## config.mk

```make
export PLATFORM = sky130hd
export DESIGN_NAME = alarm_snooze_ctrl
export DESIGN_NICKNAME = d
export VERILOG_FILES = /design/src/rtl/alarm_snooze_ctrl.sv
export SDC_FILE = /design/constraint.sdc
export NUM_CORES = 1
export LEC_CHECK = 0
export ABC_AREA = 1
export BUFFER_PORTS_ARGS = -buffer_cell sky130_fd_sc_hd__buf_2
export CAP_MARGIN = 20
export CORE_MARGIN = 2
export CORE_UTILIZATION = 45
export CTS_BUF_LIST = sky130_fd_sc_hd__clkbuf_8
export CTS_CLUSTER_SIZE = 12
export DETAILED_ROUTE_END_ITERATION = 8
export GPL_ROUTABILITY_DRIVEN = 1
export HOLD_SLACK_MARGIN = 0.06
export PLACE_DENSITY = 0.77
export SYNTH_ARGS = -nofsm -noshare
export SYNTH_HDL_FRONTEND = slang
export SYNTH_SLANG_ARGS = --single-unit
```

## constraint.sdc

```tcl
create_clock -name clock -period 3.5 [get_ports clock]
set_clock_uncertainty 0.05 [all_clocks]
set_input_delay 0.7 -clock clock [delete_from_list [all_inputs] [get_ports clock]]
set_output_delay 0.7 -clock clock [all_outputs]
set_load 0.01 [all_outputs]
```

## src/rtl/alarm_snooze_ctrl.sv

```systemverilog
// Alarm sequencing controller: detects the alarm-minute edge, then runs
// ringing, snooze, auto-timeout and dismissal toward the sound/LCD path.
module alarm_snooze_ctrl #(
  parameter int unsigned SNOOZE_MIN = 5,
  parameter int unsigned MAX_SNOOZE = 3,
  parameter int unsigned RING_SEC   = 60
) (
  input  logic       clock,
  input  logic       reset_delay,
  input  logic       one_second,
  input  logic       one_minute,
  input  logic       alarm_enable,
  input  logic       snooze_button,
  input  logic       stop_button,
  input  logic [3:0] current_time_ms_hr,
  input  logic [3:0] current_time_ls_hr,
  input  logic [3:0] current_time_ms_min,
  input  logic [3:0] current_time_ls_min,
  input  logic [3:0] alarm_time_ms_hr,
  input  logic [3:0] alarm_time_ls_hr,
  input  logic [3:0] alarm_time_ms_min,
  input  logic [3:0] alarm_time_ls_min,
  output logic       alarm_sound,
  output logic       snooze_active,
  output logic [2:0] snooze_count,
  output logic [1:0] ctrl_state
);

  localparam int unsigned RING_W = (RING_SEC > 1) ? $clog2(RING_SEC) : 1;
  localparam int unsigned SNZ_W  = 4;
  localparam int unsigned CNT_W  = 3;

  localparam logic [RING_W-1:0] RING_LAST = RING_W'(RING_SEC - 1);
  localparam logic [SNZ_W-1:0]  SNZ_LOAD  = SNZ_W'(SNOOZE_MIN);
  localparam logic [CNT_W-1:0]  SNZ_MAX   = CNT_W'(MAX_SNOOZE);

  typedef enum logic [1:0] {
    ST_IDLE      = 2'b00,
    ST_RINGING   = 2'b01,
    ST_SNOOZE    = 2'b10,
    ST_DISMISSED = 2'b11
  } state_e;

  state_e             state_q;
  logic               match_q;
  logic               snz_q;
  logic               stp_q;
  logic [RING_W-1:0]  ring_cnt_q;
  logic [SNZ_W-1:0]   snz_cnt_q;
  logic [CNT_W-1:0]   snz_used_q;

  logic match;
  logic trigger;
  logic snz_p;
  logic stp_p;

  assign match = (current_time_ms_hr  == alarm_time_ms_hr)  &&
                 (current_time_ls_hr  == alarm_time_ls_hr)  &&
                 (current_time_ms_min == alarm_time_ms_min) &&
                 (current_time_ls_min == alarm_time_ls_min);

  assign trigger = match & ~match_q & alarm_enable;
  assign snz_p   = snooze_button & ~snz_q;
  assign stp_p   = stop_button & ~stp_q;

  // Outputs decode straight from the state register, so reset silences them at once.
  assign alarm_sound   = (state_q == ST_RINGING);
  assign snooze_active = (state_q == ST_SNOOZE);
  assign snooze_count  = snz_used_q;
  assign ctrl_state    = state_q;

  always_ff @(posedge clock or posedge reset_delay) begin
    if (reset_delay) begin
      state_q    <= ST_IDLE;
      match_q    <= 1'b0;
      snz_q      <= 1'b0;
      stp_q      <= 1'b0;
      ring_cnt_q <= '0;
      snz_cnt_q  <= '0;
      snz_used_q <= '0;
    end else begin
      match_q <= match;
      snz_q   <= snooze_button;
      stp_q   <= stop_button;

      // Disarming overrides every other event in any active state.
      if ((state_q != ST_IDLE) && !alarm_enable) begin
        state_q    <= ST_IDLE;
        ring_cnt_q <= '0;
        snz_cnt_q  <= '0;
        snz_used_q <= '0;
      end else begin
        case (state_q)
          ST_IDLE: begin
            if (trigger) begin
              state_q    <= ST_RINGING;
              ring_cnt_q <= '0;
              snz_used_q <= '0;
            end
          end

          ST_RINGING: begin
            if (stp_p) begin
              state_q    <= ST_DISMISSED;
              snz_used_q <= '0;
            end else if (one_second && (ring_cnt_q == RING_LAST)) begin
              state_q    <= ST_DISMISSED;
              ring_cnt_q <= '0;
              snz_used_q <= '0;
            end else if (snz_p && (snz_used_q < SNZ_MAX)) begin
              state_q    <= ST_SNOOZE;
              snz_used_q <= snz_used_q + CNT_W'(1);
              snz_cnt_q  <= SNZ_LOAD;
            end else if (one_second) begin
              ring_cnt_q <= ring_cnt_q + RING_W'(1);
            end
          end

          ST_SNOOZE: begin
            if (stp_p) begin
              state_q    <= ST_DISMISSED;
              snz_cnt_q  <= '0;
              snz_used_q <= '0;
            end else if (one_minute) begin
              if (snz_cnt_q <= SNZ_W'(1)) begin
                state_q    <= ST_RINGING;
                ring_cnt_q <= '0;
                snz_cnt_q  <= '0;
              end else begin
                snz_cnt_q <= snz_cnt_q - SNZ_W'(1);
              end
            end
          end

          ST_DISMISSED: begin
            // Holding here while the alarm minute persists blocks a re-trigger.
            snz_used_q <= '0;
            if (!match) begin
              state_q <= ST_IDLE;
            end
          end

          default: state_q <= ST_IDLE;
        endcase
      end
    end
  end

endmodule

```

==> impl_metrics.csv <==
group,metric,value,unit
clock_tree,postCtsSetupRepairBufs,0,
grt,maximum_number_of_pins_on_one_net_before_global_route_repair,19,
routing,drt-wirelength-per-cell,9.60,µm
synth,synth-seq-area-share,28.5,%
synth,synth_largest_area_cell,"sky130_fd_sc_hd__dfrtp_1",
synth,synth_simple_gate_area_share,40.0,%
timing,setup-tns-final,0,ns
floorplan,core_area,3360,µm²
setup_path,start_kind,"flip-flop",
grt,grt_util_all_layers,18.9,%
placement,buffers_on_ports,45,
synth,yosys.area_share.xor_xnor,2.77,%
floorplan,floorplan.initialDensity,47.0,%
floorplan,die_x,63.3,µm
synth,synth_edf_count,0,
timing,tightest_slew,0.693,ns
setup_path,required,3.60,ns
synth,synthFlopType,"sky130_fd_sc_hd__dfrtp_1",
setup_path,reg_to_reg_startpoint,"ctrl_state[0]",
synth,ys_top_cells_by_area,"sky130_fd_sc_hd__dfrtp_1 (28%), sky130_fd_sc_hd__nand2_1 (16%), sky130_fd_sc_hd__inv_1 (10%)",
floorplan,num_io_pins,46,
floorplan,row_count,21,
setup_path,cp.arrival,2.15,ns
setup_path,crit_path_start,"ctrl_state[0]",
clock_tree,clock_slew_seen_by_the_registers_of_the_worst_setup_and_hold_paths,0.07,ns
timing,report.final.slew_viol_count,0,
cells_and_area,final-seq-area,450,µm²
clock_tree,cts.path.max_buffers,2,
flow_run,timing.max_cap.violations,0,
setup_path,crit_path_end_kind,"flip-flop",
timing,hold_violations,0,
clock_tree,post_cts_resized,0,
synth,synth_mux_area_share,0,%
hold_path,worst_hold_startpoint,"snz_cnt_q[0]",
grt,first_global_vias,1537,
synth,post_synth_num_cell_types,27,
synth,netlist_area,1580,µm²
pwr,design_power_total,1.11,mW
outcome,run_status,"completed",
routing,post_drt_via_cell_ratio,4.56,
setup_path,worst_path_max_delay_cell,"sky130_fd_sc_hd__dfrtp_1",
synth,synth_top_family_by_area,"simple AND/OR/NAND/NOR gates",
floorplan,die_height,63.3,µm
setup_path,crit_type,"reg2reg",
grt,number_of_antenna_violations_at_the_first_check_in_global_routing,0,
timing,setup_repair_after_global_routing_missed_its_margin,"false",
clock_tree,post_cts_hold_buffer_count,0,
synth,yosys_synthesis_warning_count,0,
cells_and_area,multi_input_comb_area,951,µm²
placement,place_congestion,0.785,
clock_tree,tritoncts.num_buffers,3,
synth,syn-mean-instance-area,6.43,µm²
synth,synth_compound_area_share,10.3,%
synth,asyncSetResetFlopFracSynth,100,%
routing,drt_wl_total,3.26,mm
setup_path,critical_path.most_common_cell,"sky130_fd_sc_hd__nand2_1",
synth,yosys.cell_count.top_type,"sky130_fd_sc_hd__nand2_1",
synth,netlist.area_leader.share,28.5,%
routing,detail_route.first_pass.iterations,4,
clock_tree,tritoncts_clock_tree,"yes",
timing,worst_slew_margin_rel,53.8,%
clock_tree,h_tree_depth_reported_by_cts,1,
cells_and_area,antennaDiodeCount,0,
grt,global_route.overflow_total,0,
synth,synth_top_cells_by_count,"sky130_fd_sc_hd__nand2_1 (67), sky130_fd_sc_hd__inv_1 (43), sky130_fd_sc_hd__nor2_1 (39), sky130_fd_sc_hd__dfrtp_1 (18), sky130_fd_sc_hd__nand3_1 (12)",
synth,postSynthRegisterBits,18,
cells_and_area,final_nets,343,
placement,hpwlAfterDp,2.60,mm
hold_path,path_type_of_the_worst_min_delay_path,"reg2reg",
synth,synth_adder_area_share,7.12,%
routing,post-route-drc-count,0,
pwr,cellLeakagePower,1.11,nW
cells_and_area,synthToLayoutAreaGrowth,20.6,%
clock_tree,cell_at_the_root_of_the_clock_tree,"sky130_fd_sc_hd__clkbuf_8",
floorplan,floorplan.die_area,4000,µm²
grt,wire_length_of_the_first_global_routing_pass,6.17,mm
synth,mappedNetlistNets,294,
timing,layout_min_cycle_time,2.06,ns
routing,via_count,1550,
setup_path,slowest_delay,0.45,ns
timing,finalSetupViolations,0,
pwr,ir_drop_worst_case_vdd,0.000390,V
timing,layout_worst_path_cycle_share,58.8,%
routing,drt_first_iter_violations,81,
cells_and_area,fillers,365,
setup_path,crit_chain,"inv_1 -> ha_1 -> nor2_4 -> inv_2 -> nand2_1 -> nand3_1 -> nor2_2 -> nand2_2 -> nand2_1 -> o21ai_2",
clock_tree,clock_insertion_delay_worst_skew,0.26,ns
synth,postSynthCellCount,246,
setup_path,path_max_fanout,12,
clock_tree,tritoncts_num_sinks,18,
timing,fmax,486,MHz
pwr,power_density,582,nW/µm²
routing,ant_nets,0,
cells_and_area,post_route_cells_drive_above_1_share,25.5,%
-- cells by family (layout without fill, tap and decap cells) --
| kind of cell | count (synthesis) | after routing |
|---|---|---|
| buf+inv | 46 | 94 |
| simple gates | 143 | 143 |
| flops | 18 | 18 |
| compound gates | 25 | 25 |
| xor+xnor | 5 | 5 |
| fa+ha+maj | 9 | 9 |
-- final timing paths --
path                                      end  slack (ns)  cells past startpoint
min in group asynchronous       ring_cnt_q[4]        0.49                      2
worst max register to register  ring_cnt_q[3]        1.44                     10
worst max-delay path            ring_cnt_q[3]        1.44                     10
max in group asynchronous             match_q        2.47                      2
worst min register to register   snz_cnt_q[0]        0.47                      2
worst min-delay path             snz_cnt_q[0]        0.47                      2
-- placed cells by master (no fill, tap or decap), types with 2 or more instances in the layout --
master	Yosys	routed
sky130_fd_sc_hd__o21ai_0	4	4
sky130_fd_sc_hd__nand3_1	12	12
sky130_fd_sc_hd__o21ai_1	6	6
sky130_fd_sc_hd__inv_2	2	2
sky130_fd_sc_hd__nor4_1	2	2
sky130_fd_sc_hd__o211ai_1	2	2
sky130_fd_sc_hd__nor2_1	39	39
sky130_fd_sc_hd__o21ai_2	6	6
sky130_fd_sc_hd__dfrtp_1	18	18
sky130_fd_sc_hd__nand2_2	5	5
sky130_fd_sc_hd__nor2_4	2	2
sky130_fd_sc_hd__clkbuf_8	0	4
sky130_fd_sc_hd__nand2_1	67	67
sky130_fd_sc_hd__buf_2	0	45
sky130_fd_sc_hd__inv_1	43	43
sky130_fd_sc_hd__nor3_1	2	2
sky130_fd_sc_hd__or2_2	4	4
sky130_fd_sc_hd__or2_1	2	2
sky130_fd_sc_hd__ha_1	9	9
sky130_fd_sc_hd__nor2_2	4	4
sky130_fd_sc_hd__a21oi_1	5	5
sky130_fd_sc_hd__xor2_1	5	5
-- per-stage QoR --
stage / worst slack, ns / cells / cell area (µm²) / util (%) / hold WS, ns
3_3_place_gp: 1.47 / 336 / 1850 / 55.1 / 0.452
5_1_grt: 1.25 / 340 / 1910 / 56.7 / 0.494
6_report: 1.44 / 340 / 1910 / 56.7 / 0.471
2_1_floorplan: 1.64 / 246 / 1580 / - / 0.431
4_1_cts: 1.43 / 340 / 1910 / 56.7 / 0.467
3_5_place_dp: 1.40 / 336 / 1850 / 55.1 / 0.450
-- layer usage --
layer | share of wire (%) | global-route usage (%)
met2 | 49 | 33.0
met3 | 3.8 | 4.46
met1 | 47 | 23.5
met5 | 0 | 0
met4 | 0.43 | 4.62
-- state kept, by name (all words and copies together) (netlist names) --
signal        count
match_q           1
ring_cnt_q        6
snooze_count      3
ctrl_state        2
stp_q             1
snz_cnt_q         4
snz_q             1
-- worst max-delay path, delay by kind of cell, from the launching register on --
kind	cells	cell delay [ns]
buf+inv	2	0.26
fa+ha+maj	1	0.31
compound gates	1	0.06
simple gates	6	0.82
flops	1	0.45
-- report_power, final --
group | switching [mW] | internal, mW | leakage (nW)
logic | 0.404 | 0.226 | 0.846
registers | 0.0482 | 0.258 | 0.236
clock network | 0.0739 | 0.100 | 0.0288
-- cell type report --
| cell class | count | area share [%] |
|---|---|---|
| multi-input combinational | 182 | 49.8 |
| tap | 46 | 3.02 |
| clock buffer | 4 | 2.89 |
| sequential | 18 | 23.6 |
| inverter | 45 | 8.85 |
| timing repair buffer | 45 | 11.8 |
(Power assumes the default switching activity.)
